[src/rtl/manchester_pkg.sv]
`default_nettype none
// ============================================================================
// Module : manchester_pkg
// Brief  : Receiver state encoding, error bit positions and default sync word
// Rev    : 1.0  initial release
// ============================================================================
package manchester_pkg;

    localparam logic [1:0] c_ST_IDLE    = 2'd0;
    localparam logic [1:0] c_ST_MEASURE = 2'd1;
    localparam logic [1:0] c_ST_HUNT    = 2'd2;
    localparam logic [1:0] c_ST_DATA    = 2'd3;

    typedef enum logic [1:0] {
        ST_IDLE    = c_ST_IDLE,
        ST_MEASURE = c_ST_MEASURE,
        ST_HUNT    = c_ST_HUNT,
        ST_DATA    = c_ST_DATA
    } state_e;

    localparam int c_ERR_BAD_PERIOD = 0;
    localparam int c_ERR_NO_SYNC    = 1;
    localparam int c_ERR_OVERFLOW   = 2;

    localparam logic [7:0] c_SYNC_WORD_DEFAULT = 8'hD5;

endpackage
`default_nettype wire

[src/rtl/sync_edge_detect.sv]
`default_nettype none
// ============================================================================
// Module : sync_edge_detect
// Brief  : Two-flop synchroniser for the line input plus rising/falling edge
//          compare; an edge is visible to the consumer 3 clocks after the pin
// Rev    : 1.0  initial release
// ============================================================================
module sync_edge_detect (
    input  logic clk,
    input  logic rst_n,
    input  logic din,
    output logic pos_edge,
    output logic neg_edge
);

    logic r_meta_q, r_sync_q, r_prev_q;
    logic w_meta_d, w_sync_d, w_prev_d;

    always_comb begin
        w_meta_d = din;
        w_sync_d = r_meta_q;
        w_prev_d = r_sync_q;
    end

    always_ff @(posedge clk) begin
        if (!rst_n) begin
            r_meta_q <= 1'b0;
            r_sync_q <= 1'b0;
            r_prev_q <= 1'b0;
        end else begin
            r_meta_q <= w_meta_d;
            r_sync_q <= w_sync_d;
            r_prev_q <= w_prev_d;
        end
    end

    assign pos_edge =  r_sync_q & ~r_prev_q;
    assign neg_edge = ~r_sync_q &  r_prev_q;

endmodule
`default_nettype wire

[src/rtl/manchester_frame_rx.sv]
`default_nettype none
// ============================================================================
// Module : manchester_frame_rx
// Brief  : Self-clocking Manchester frame receiver: measures the bit period,
//          hunts for the sync word and stores payload bytes in a small buffer
// Rev    : 1.0  initial release
// ============================================================================
module manchester_frame_rx
    import manchester_pkg::*;
#(
    parameter int         CNT_W      = 12,
    parameter int         DEPTH      = 16,
    parameter logic [7:0] SYNC_WORD  = c_SYNC_WORD_DEFAULT,
    parameter int         MIN_PERIOD = 4
) (
    input  logic                     clk,
    input  logic                     rst_n,
    input  logic                     digital_in,
    input  logic [$clog2(DEPTH)-1:0] rd_addr,
    output logic [7:0]               rd_data,
    output logic [$clog2(DEPTH):0]   byte_count,
    output logic                     frame_valid,
    output logic                     busy,
    output logic [CNT_W-1:0]         bit_period,
    output logic [2:0]               err
);

    localparam int              AW      = $clog2(DEPTH);
    localparam logic [AW:0]     c_FULL  = (AW+1)'(DEPTH);
    localparam logic [CNT_W:0]  c_MIN_P = (CNT_W+1)'(MIN_PERIOD);

    logic w_pos_edge, w_neg_edge;

    sync_edge_detect u_sync (
        .clk      (clk),
        .rst_n    (rst_n),
        .din      (digital_in),
        .pos_edge (w_pos_edge),
        .neg_edge (w_neg_edge)
    );

    state_e           r_state_q,    w_state_d;
    logic [CNT_W-1:0] r_cnt_q,      w_cnt_d;
    logic [CNT_W-1:0] r_period_q,   w_period_d;
    logic [7:0]       r_shift_q,    w_shift_d;
    logic [2:0]       r_bit_cnt_q,  w_bit_cnt_d;
    logic [AW:0]      r_byte_cnt_q, w_byte_cnt_d;
    logic             r_valid_q,    w_valid_d;
    logic [2:0]       r_err_q,      w_err_d;
    logic [7:0]       r_rd_data_q,  w_rd_data_d;
    logic [7:0]       r_mem_q [DEPTH];

    logic             w_edge, w_cnt_sat, w_accept, w_eof, w_wr_en;
    logic [CNT_W:0]   w_elapsed, w_quarter, w_win_lo, w_win_hi;
    logic [CNT_W-1:0] w_cnt_run;
    logic [7:0]       w_shift_in;

    // Window math is one bit wider than the counter so P + P/4 cannot wrap.
    always_comb begin
        w_edge     = w_pos_edge | w_neg_edge;
        w_cnt_sat  = &r_cnt_q;
        w_elapsed  = {1'b0, r_cnt_q} + 1'b1;
        w_cnt_run  = w_cnt_sat ? r_cnt_q : w_elapsed[CNT_W-1:0];
        w_quarter  = {3'b000, r_period_q[CNT_W-1:2]};
        w_win_lo   = {1'b0, r_period_q} - w_quarter;
        w_win_hi   = {1'b0, r_period_q} + w_quarter;
        w_accept   = w_edge && (w_elapsed >= w_win_lo) && (w_elapsed <= w_win_hi);
        w_eof      = !w_accept && ((w_elapsed > w_win_hi) || w_cnt_sat);
        w_shift_in = {r_shift_q[6:0], w_pos_edge};
    end

    always_comb begin
        w_state_d    = r_state_q;
        w_cnt_d      = r_cnt_q;
        w_period_d   = r_period_q;
        w_shift_d    = r_shift_q;
        w_bit_cnt_d  = r_bit_cnt_q;
        w_byte_cnt_d = r_byte_cnt_q;
        w_valid_d    = r_valid_q;
        w_err_d      = r_err_q;
        w_wr_en      = 1'b0;
        case (r_state_q)
            ST_IDLE: begin
                if (w_edge) begin
                    w_valid_d    = 1'b0;
                    w_byte_cnt_d = '0;
                    w_err_d      = '0;
                    w_cnt_d      = '0;
                    w_shift_d    = {7'b0, w_pos_edge};
                    w_state_d    = ST_MEASURE;
                end
            end
            ST_MEASURE: begin
                w_cnt_d = w_cnt_run;
                if (w_cnt_sat) begin
                    w_err_d[c_ERR_BAD_PERIOD] = 1'b1;
                    w_state_d                 = ST_IDLE;
                end else if (w_edge) begin
                    w_period_d = w_elapsed[CNT_W-1:0];
                    w_shift_d  = w_shift_in;
                    w_cnt_d    = '0;
                    if (w_elapsed < c_MIN_P) begin
                        w_err_d[c_ERR_BAD_PERIOD] = 1'b1;
                        w_state_d                 = ST_IDLE;
                    end else begin
                        w_state_d = ST_HUNT;
                    end
                end
            end
            ST_HUNT: begin
                w_cnt_d = w_cnt_run;
                if (w_accept) begin
                    w_cnt_d   = '0;
                    w_shift_d = w_shift_in;
                    if (w_shift_in == SYNC_WORD) begin
                        w_bit_cnt_d = '0;
                        w_state_d   = ST_DATA;
                    end
                end else if (w_eof) begin
                    w_err_d[c_ERR_NO_SYNC] = 1'b1;
                    w_state_d              = ST_IDLE;
                end
            end
            ST_DATA: begin
                w_cnt_d = w_cnt_run;
                if (w_accept) begin
                    w_cnt_d     = '0;
                    w_shift_d   = w_shift_in;
                    w_bit_cnt_d = r_bit_cnt_q + 3'd1;
                    if (r_bit_cnt_q == 3'd7) begin
                        if (r_byte_cnt_q == c_FULL) begin
                            w_err_d[c_ERR_OVERFLOW] = 1'b1;
                        end else begin
                            w_wr_en      = 1'b1;
                            w_byte_cnt_d = r_byte_cnt_q + 1'b1;
                        end
                    end
                end else if (w_eof) begin
                    w_valid_d = (r_byte_cnt_q != '0);
                    w_state_d = ST_IDLE;
                end
            end
            default: w_state_d = ST_IDLE;
        endcase
    end

    // Addresses at or beyond the stored byte count read as zero, hiding stale RAM.
    always_comb begin
        w_rd_data_d = ({1'b0, rd_addr} < r_byte_cnt_q) ? r_mem_q[rd_addr] : 8'h00;
    end

    always_ff @(posedge clk) begin
        if (!rst_n) begin
            r_state_q    <= ST_IDLE;
            r_cnt_q      <= '0;
            r_period_q   <= '0;
            r_shift_q    <= '0;
            r_bit_cnt_q  <= '0;
            r_byte_cnt_q <= '0;
            r_valid_q    <= 1'b0;
            r_err_q      <= '0;
            r_rd_data_q  <= '0;
        end else begin
            r_state_q    <= w_state_d;
            r_cnt_q      <= w_cnt_d;
            r_period_q   <= w_period_d;
            r_shift_q    <= w_shift_d;
            r_bit_cnt_q  <= w_bit_cnt_d;
            r_byte_cnt_q <= w_byte_cnt_d;
            r_valid_q    <= w_valid_d;
            r_err_q      <= w_err_d;
            r_rd_data_q  <= w_rd_data_d;
        end
    end

    always_ff @(posedge clk) begin
        if (rst_n && w_wr_en) begin
            r_mem_q[r_byte_cnt_q[AW-1:0]] <= w_shift_in;
        end
    end

    assign rd_data     = r_rd_data_q;
    assign byte_count  = r_byte_cnt_q;
    assign frame_valid = r_valid_q;
    assign busy        = (r_state_q != ST_IDLE);
    assign bit_period  = r_period_q;
    assign err         = r_err_q;

endmodule
`default_nettype wire

[config.mk]
export PLATFORM = sky130hd
export DESIGN_NAME = manchester_frame_rx
export DESIGN_NICKNAME = d
export VERILOG_FILES = /design/src/rtl/manchester_pkg.sv /design/src/rtl/sync_edge_detect.sv /design/src/rtl/manchester_frame_rx.sv
export SDC_FILE = /design/constraint.sdc
export NUM_CORES = 1
export LEC_CHECK = 0
export ABC_AREA = 1
export CORE_MARGIN = 4
export CORE_UTILIZATION = 56
export CTS_CLUSTER_DIAMETER = 80
export DETAILED_ROUTE_END_ITERATION = 12
export PLACE_DENSITY_LB_ADDON = 0.3
export SLEW_MARGIN = 10
export SYNTH_ARGS = -nofsm -noshare
export SYNTH_HDL_FRONTEND = slang
export SYNTH_SLANG_ARGS = --single-unit
[constraint.sdc]
create_clock -name clk -period 3.81 [get_ports clk]
set_input_delay 1.143 -clock clk [delete_from_list [all_inputs] [get_ports clk]]
set_output_delay 1.143 -clock clk [all_outputs]
set_load 0.005 [all_outputs]
Word level (Yosys, flattened, before mapping)
Memory sizes are Yosys's and may differ from the RTL's. A register that Yosys moved wholly into a read port is not among the register bits.
Cells that the tools add are included.
{"block": "classes", "reduce_logical": 26, "n_eq_ne": 23, "magnitude_cmp": 5, "div": 0, "n_bitwise": 6, "muxes": 51, "addsub": 5, "n_mul": 0, "shift": 0}
{"op": "$mux 12", "count": 5}
{"op": "$pmux 12 s3", "count": 1}
{"op": "$mux 7", "count": 4}
{"op": "$ne 2x2->1 const B", "count": 13}
{"op": "$reduce_and 4->1", "count": 6}
{"op": "$pmux 7 s3", "count": 1}
{"op": "$mux 5", "count": 4}
{"op": "$mux 1", "count": 17}
{"op": "$mux 2", "count": 8}
{"op": "$add 12x1->13 const B", "count": 1}
{"op": "$add 12x10->13", "count": 1}
{"op": "$ge 13x13->1", "count": 1}
{"op": "$gt 13x13->1", "count": 1}
{"op": "$le 13x13->1", "count": 1}
{"op": "$lt 13x3->1 const B", "count": 1}
{"op": "$sub 12x10->13", "count": 1}
{"op": "$mux 3", "count": 4}
{"op": "$reduce_and 12->1", "count": 1}
{"op": "$pmux 5 s2", "count": 1}
{"op": "$reduce_and 5->1", "count": 2}
{"op": "$reduce_bool 2->1", "count": 5}
{"op": "$ne 3x3->1 const B", "count": 3}
{"op": "$eq 8x8->1 const B", "count": 1}
{"op": "$pmux 1 s2", "count": 4}
{"op": "other kinds (21)", "count": 29}
{"block": "totals", "memories": 1, "elab_cells": 130, "rom_bits": 0, "latch_bits": 0, "ram_bits": 128, "ff_bits": 48}
{"name": "r_mem_q", "words": 16, "word_bits": 8, "read_ports": 1, "rd_ports_with_merged_regs": 1, "wr": 1, "line": "manchester_frame_rx.sv:51", "text": "logic [7:0] r_mem_q [DEPTH];"}

Logic depth before layout (Yosys ltp)
{"block": "logic_depth", "ltp_word": 10, "ltp_mapped": 26, "ltp_nobuf": 25}

Modules after synthesis
Synthesis repeated with hierarchy kept, for this count alone.
{"block": "unflattened", "hier_cells": 1069, "area_unflattened_um2": 9779.4}
{"module": "manchester_frame_rx", "instances": 1, "seq_area_each_um2": 4904.7, "area_each_um2": 9679.3, "cells_each": 1056}
{"module": "sync_edge_detect", "instances": 1, "seq_area_each_um2": 60.1, "area_each_um2": 100.1, "cells_each": 13}

Least setup slack after synthesis
Ideal clock, no wire load.
{"block": "synth_timing", "path_type": "register -> register", "from": "register r_period_q[10], in the netlist bit_period[10]", "to": "memory r_mem_q[15][0], enable pin", "slack_ps": -2, "stages_incl_launch_ff": 21, "period_less_slack_ps": 3812, "required_time_ps": 3427, "arrival_ps": 3428, "cell_sequence": "dfxtp_1 > clkbuf_1 > inv_1 > ha_1 > clkbuf_1 > inv_1 > a21oi_1 > nor3_1 > a21oi_1 > nand3_1 > xor2_1 > ha_1 > nand2_2 > inv_1 > nand2_1 > nand2_1 > a21oi_1 > nand2_2 > nand2_4 > nand3_2 > nor3_1"}
{"block": "synth_between", "elab_chain_len": 9, "elab_cells_between_ends": 11, "classes_between": "2 x add/sub; 2 x order compare; 4 x mux; 3 x reduce/logical"}
{"element": "start: declaration", "line": "manchester_frame_rx.sv:44", "text": "logic [CNT_W-1:0] r_period_q, w_period_d;"}
{"element": "start signal: assignment", "line": "manchester_frame_rx.sv:166", "text": "r_period_q <= w_period_d;"}
{"element": "$sub 12x10->13", "line": "manchester_frame_rx.sv:65", "text": "w_win_lo = {1'b0, r_period_q} - w_quarter;"}
{"element": "$ge 13x13->1", "line": "manchester_frame_rx.sv:67", "text": "w_accept = w_edge && (w_elapsed >= w_win_lo) && (w_elapsed <= w_win_hi);"}
{"element": "$logic_and 1x1->1", "line": "manchester_frame_rx.sv:67"}
{"element": "$logic_and 1x1->1 *", "line": "manchester_frame_rx.sv:67"}
{"element": "$mux 1 *", "line": "manchester_frame_rx.sv:126", "text": "if (w_accept) begin"}
{"element": "$mux 1 *", "line": "manchester_frame_rx.sv:82", "text": "case (r_state_q)"}
{"element": "$logic_and 1x1->1 *", "line": "manchester_frame_rx.sv:177", "text": "if (rst_n && w_wr_en) begin"}
{"element": "$mux 1 *", "line": "manchester_frame_rx.sv:177"}
{"element": "$mux 1 (implied by the code) *", "line": "manchester_frame_rx.sv:178", "text": "r_mem_q[r_byte_cnt_q[AW-1:0]] <= w_shift_in;"}
{"element": "end: declaration", "line": "manchester_frame_rx.sv:51"}
Mark *: on every way between the ends. The rest lies on a longest branch, timed or not.

Worst setup path after layout
{"block": "layout_timing", "from": "register r_period_q[0], in the netlist bit_period[0]", "to": "memory r_mem_q[13][1], enable pin"}
Same word-level chain as after synthesis.

==> summary.md <==
| Metric | Value |
|---|---|
| Status | complete, no violations |
| Met3 Use GR | under 10% |
| Drt initial violations | roughly 680 |
| Worst Tran Pin Value | 0.9570 ns |
| # setup viols final | 0 |
| Dpl cell area | around 0.011 mm² |
| Skew-Pair Late Insertion Delay | around 0.44 ns |
| Number of flops mapped to enable cells by yosys | between 100 and 150 |
| GRT met2 Usage | 44.47% |
| Commonest non-fill, non-tap cell in the layout | nand2_1 |
| Top cell by count, worst path | nand2_1 |
| Finished layout cell area | 0.01156 mm² |
| RSZ-0062 raised after global routing | yes |
| Cell variety after synth | 45 |
| Worst Path Max Fanout | 8 |
| Grt total ovfl | 0 |
| Fin. Hold Viols | 0 |
| Slowest-stage cell, CP | fa_2 |
| IO buf count | 36 |
| Worst Hold Class | register to register |
| Total Neg Setup Slack | 0 ns |
| Core area | between 0.015 and 0.02 mm² |
| ANT cells | 0 |
| Global-route wire length before repair | approximately 38 mm |
| TritonCTS Buffers | 17 |
| Syn_nets | between 1000 and 1500 |
| Worst-path cell chain | buf_6 -> ha_4 -> inv_1 -> fa_2 -> inv_2 -> a21oi_2 -> o21ai_1 -> nand2_1 -> a31oi_1 -> xor2_1 -> ha_1 -> nand2_1 -> inv_1 -> nand2_1 -> nand2_1 -> a21oi_2 -> nand2_2 -> nand2_4 -> nand3_4 -> nor2_4 -> nand2_4 -> nor2_2 -> buf_6 |
| Post-route ant nets | 0 |
| Setup crit end kind | register |
| Worst EP arrival | around 3.9 ns |
| Met1 GRT Util | 29.11% |
| Clock Tree Buf Depth | 2 |
| Syn Inst Count | around 1100 |
| CP required | 3.96 ns |
| Startpoint Class | register |
| Synthesized area | between 0.009 and 0.01 mm² |
| CTS tree | yes |
| Buf/Inv on CP | 5 |
| Placed insts | about 1300 |
| Pin count of the biggest net entering global routing | 71 |
| Clock sinks | approximately 180 |
| Crit path max-delay family | simple AND/OR/NAND/NOR gates |
| Util after Layout | between 60% and 70% |
| Vias | approximately 7600 |
| Die Area | about 0.020 mm² |
| Main synth FF type | edfxtp_1 |
| Max Cap Viol | 0 |
| Fill cell count | roughly 1400 |
| Synthesized area per cell | ~9 µm² |
| # rows | 48 |
| Vias in the first global route | approximately 7500 |
| Starting Density | a little under three fifths |
| Final Power | 0.006025 W |
| Peak VDD IR | between 0.0003 and 0.0004 V |
| Multi-input gate area | roughly 0.0043 mm² |
| Global-route usage over all layers | between 20% and 30% |
| Clock Tree Root | clkbuf_16 |
| Post-synth ARST share | 0% |
| Min cycle time layout | 3.707 ns |
| Post-Layout Cell Count | ~1400 |
| Period utilization | a little over nine tenths |
| Initial antenna violation count | 0 |
| Die Wd | 140.1 µm |
| Clock-pin slew on the worst setup and hold paths | roughly 0.070 ns |
| Seq. cell area | approximately 0.0050 mm² |
| GR peak layer | met2 |
| Post-synthesis sequential area ratio | 50.79% |
| Max Fclk | ~0.27 GHz |
| Post-Route WL | 24.12 mm |
| Ys Warns | 0 |
| Pwr dens | approximately 520 mW/mm² |
| Crit path kind | register to register |
| Number of remaining DRC errors | 0 |
| Max incr delay on CP | approximately 0.37 ns |
| Commonest cells after routing, fill and taps aside | nand2_1 (189), edfxtp_1 (128), inv_1 (125) |
| Final GP Congestion | between 0.9 and 1 |
| Initial DRT Pass Iterations | 6 |
| Die height | between 100 and 150 µm |
| H-tree depth | 4 |
| Layout Nets | approximately 1200 |
| Clock Skews | ~0.015 ns |
| Syn-to-layout area delta | 18.26% |
| Post-DP HPWL | 16.57 mm |
| I/O pins | 37 |
| Static Leak | between 4 and 5 nW |
| Max-slew violations | 0 |
| Yosys reg bits | 184 |
| Relative slew margins | between 30% and 40% |
| Share of post-route cells with drive strength above 1 | 16.04% |
| WL/cell | approximately 18 µm |
| Via/cell ratio | approximately 5.6 |
-- kinds of logic (layout without fill, tap and decap cells) --
kind of cell / Yosys count / after routing / share of synthesized area [%]
AOI/OAI and AO/OA: 216 / 216 / 12.22
and+or+nand+nor: 359 / 359 / 16.40
muxes: 29 / 29 / 2.969
adders and majority gates: 59 / 59 / 7.705
DFF: 184 / 184 / 50.79
xor gates and xnor gates: 27 / 27 / 2.419
buffers and inverters: 180 / 261 / 7.500
-- area by class of cell --
| class | instances | share of cell area, % |
|---|---|---|
| flip-flops and latches | 184 | 43.03 |
| multi-input cells | 690 | 37.55 |
| repair buffers | 92 | 7.121 |
| inverters | 137 | 4.470 |
| clock buffers | 17 | 3.680 |
| well taps | 225 | 2.435 |
| clock inverters | 15 | 1.710 |
-- routing by layer --
layer | routed length (µm) | part of all wire, %
met5 | 0 | 0
met4 | 754 | 3.1
met3 | 1129 | 4.7
met2 | 12660 | 52
met1 | 9573 | 40
-- final timing paths --
kind / start / to / slack (ns) / cells after the start
setup / recovery: bit_period[0] / r_mem_q[13][1] / 0.10 / 23
hold / removal: u_sync.r_meta_q / u_sync.r_sync_q / 0.42 / 2
setup reg to reg: bit_period[0] / r_mem_q[13][1] / 0.10 / 23
hold reg to reg: u_sync.r_meta_q / u_sync.r_sync_q / 0.42 / 2
-- where the power goes --
| group | switching (W) | internal, W | total (W) |
|---|---|---|---|
| registers | 0.000108 | 0.00221 | 0.00231 |
| logic | 0.00116 | 0.000763 | 0.00192 |
| clock network | 0.000886 | 0.000901 | 0.00179 |
-- worst register-to-register path: stages, from the launching register on --
cell and delay (ns):
dfxtp_2 0.34, buf_6 0.11, ha_4 0.13, inv_1 0.05, fa_2 0.37, inv_2 0.08, a21oi_2 0.06, o21ai_1 0.18
nand2_1 0.08, a31oi_1 0.23, xor2_1 0.21, ha_1 0.27, nand2_1 0.07, inv_1 0.05, nand2_1 0.06, nand2_1 0.05
a21oi_2 0.15, nand2_2 0.09, nand2_4 0.08, nand3_4 0.07, nor2_4 0.26, nand2_4 0.14, nor2_2 0.14, buf_6 0.16
-- Yosys cell counts (all sizes together) (3+ instances only) --
| cell | count | area [µm²] |
|---|---|---|
| nand3 | 33 | 220.2 |
| clkbuf | 26 | 97.59 |
| o211ai | 23 | 172.7 |
| nor3 | 7 | 35.03 |
| mux2i | 29 | 290.3 |
| o21ai | 85 | 436.7 |
| a21oi | 89 | 449.2 |
| xor2 | 24 | 210.2 |
| nor4 | 4 | 25.02 |
| edfxtp | 128 | 3844 |
| o21a | 4 | 31.28 |
| dfxtp | 56 | 1121 |
| xnor2 | 3 | 26.28 |
| buf | 17 | 118.9 |
| a31oi | 10 | 62.56 |
| ha | 57 | 713.2 |
| nand2 | 207 | 804.5 |
| inv | 136 | 513.0 |
| nor2 | 85 | 372.9 |
| nand4 | 20 | 125.1 |
-- state kept, by name (all words and copies together), names as in the netlist --
register         cells
r_mem_q            128
bit_period          12
r_cnt_q             12
rd_data              8
r_shift_q            7
byte_count           5
err                  3
r_bit_cnt_q          3
r_state_q            2
frame_valid          1
u_sync.r_meta_q      1
u_sync.r_prev_q      1
u_sync.r_sync_q      1
-- stage by stage --
stage	hold WS [ns]	setup slack (ns)
after floorplan	0.3905	-0.001680
after global placement	0.4021	0.07710
after detailed placement	0.4132	-0.09104
after CTS	0.4321	0.005174
after global routing	0.4418	-0.07160
final	0.4250	0.1032
-- what timing repair did --
| action | in CTS | in global routing |
|---|---|---|
| pin swaps | 3 | 29 |
| hold buffers | 0 | 0 |
| buffers inserted | 0 | 3 |
| endpoints found under the setup margin | 120 | 156 |
| gates resized for setup | 10 | 76 |
No activity file was read; power rests on OpenSTA's default activity.
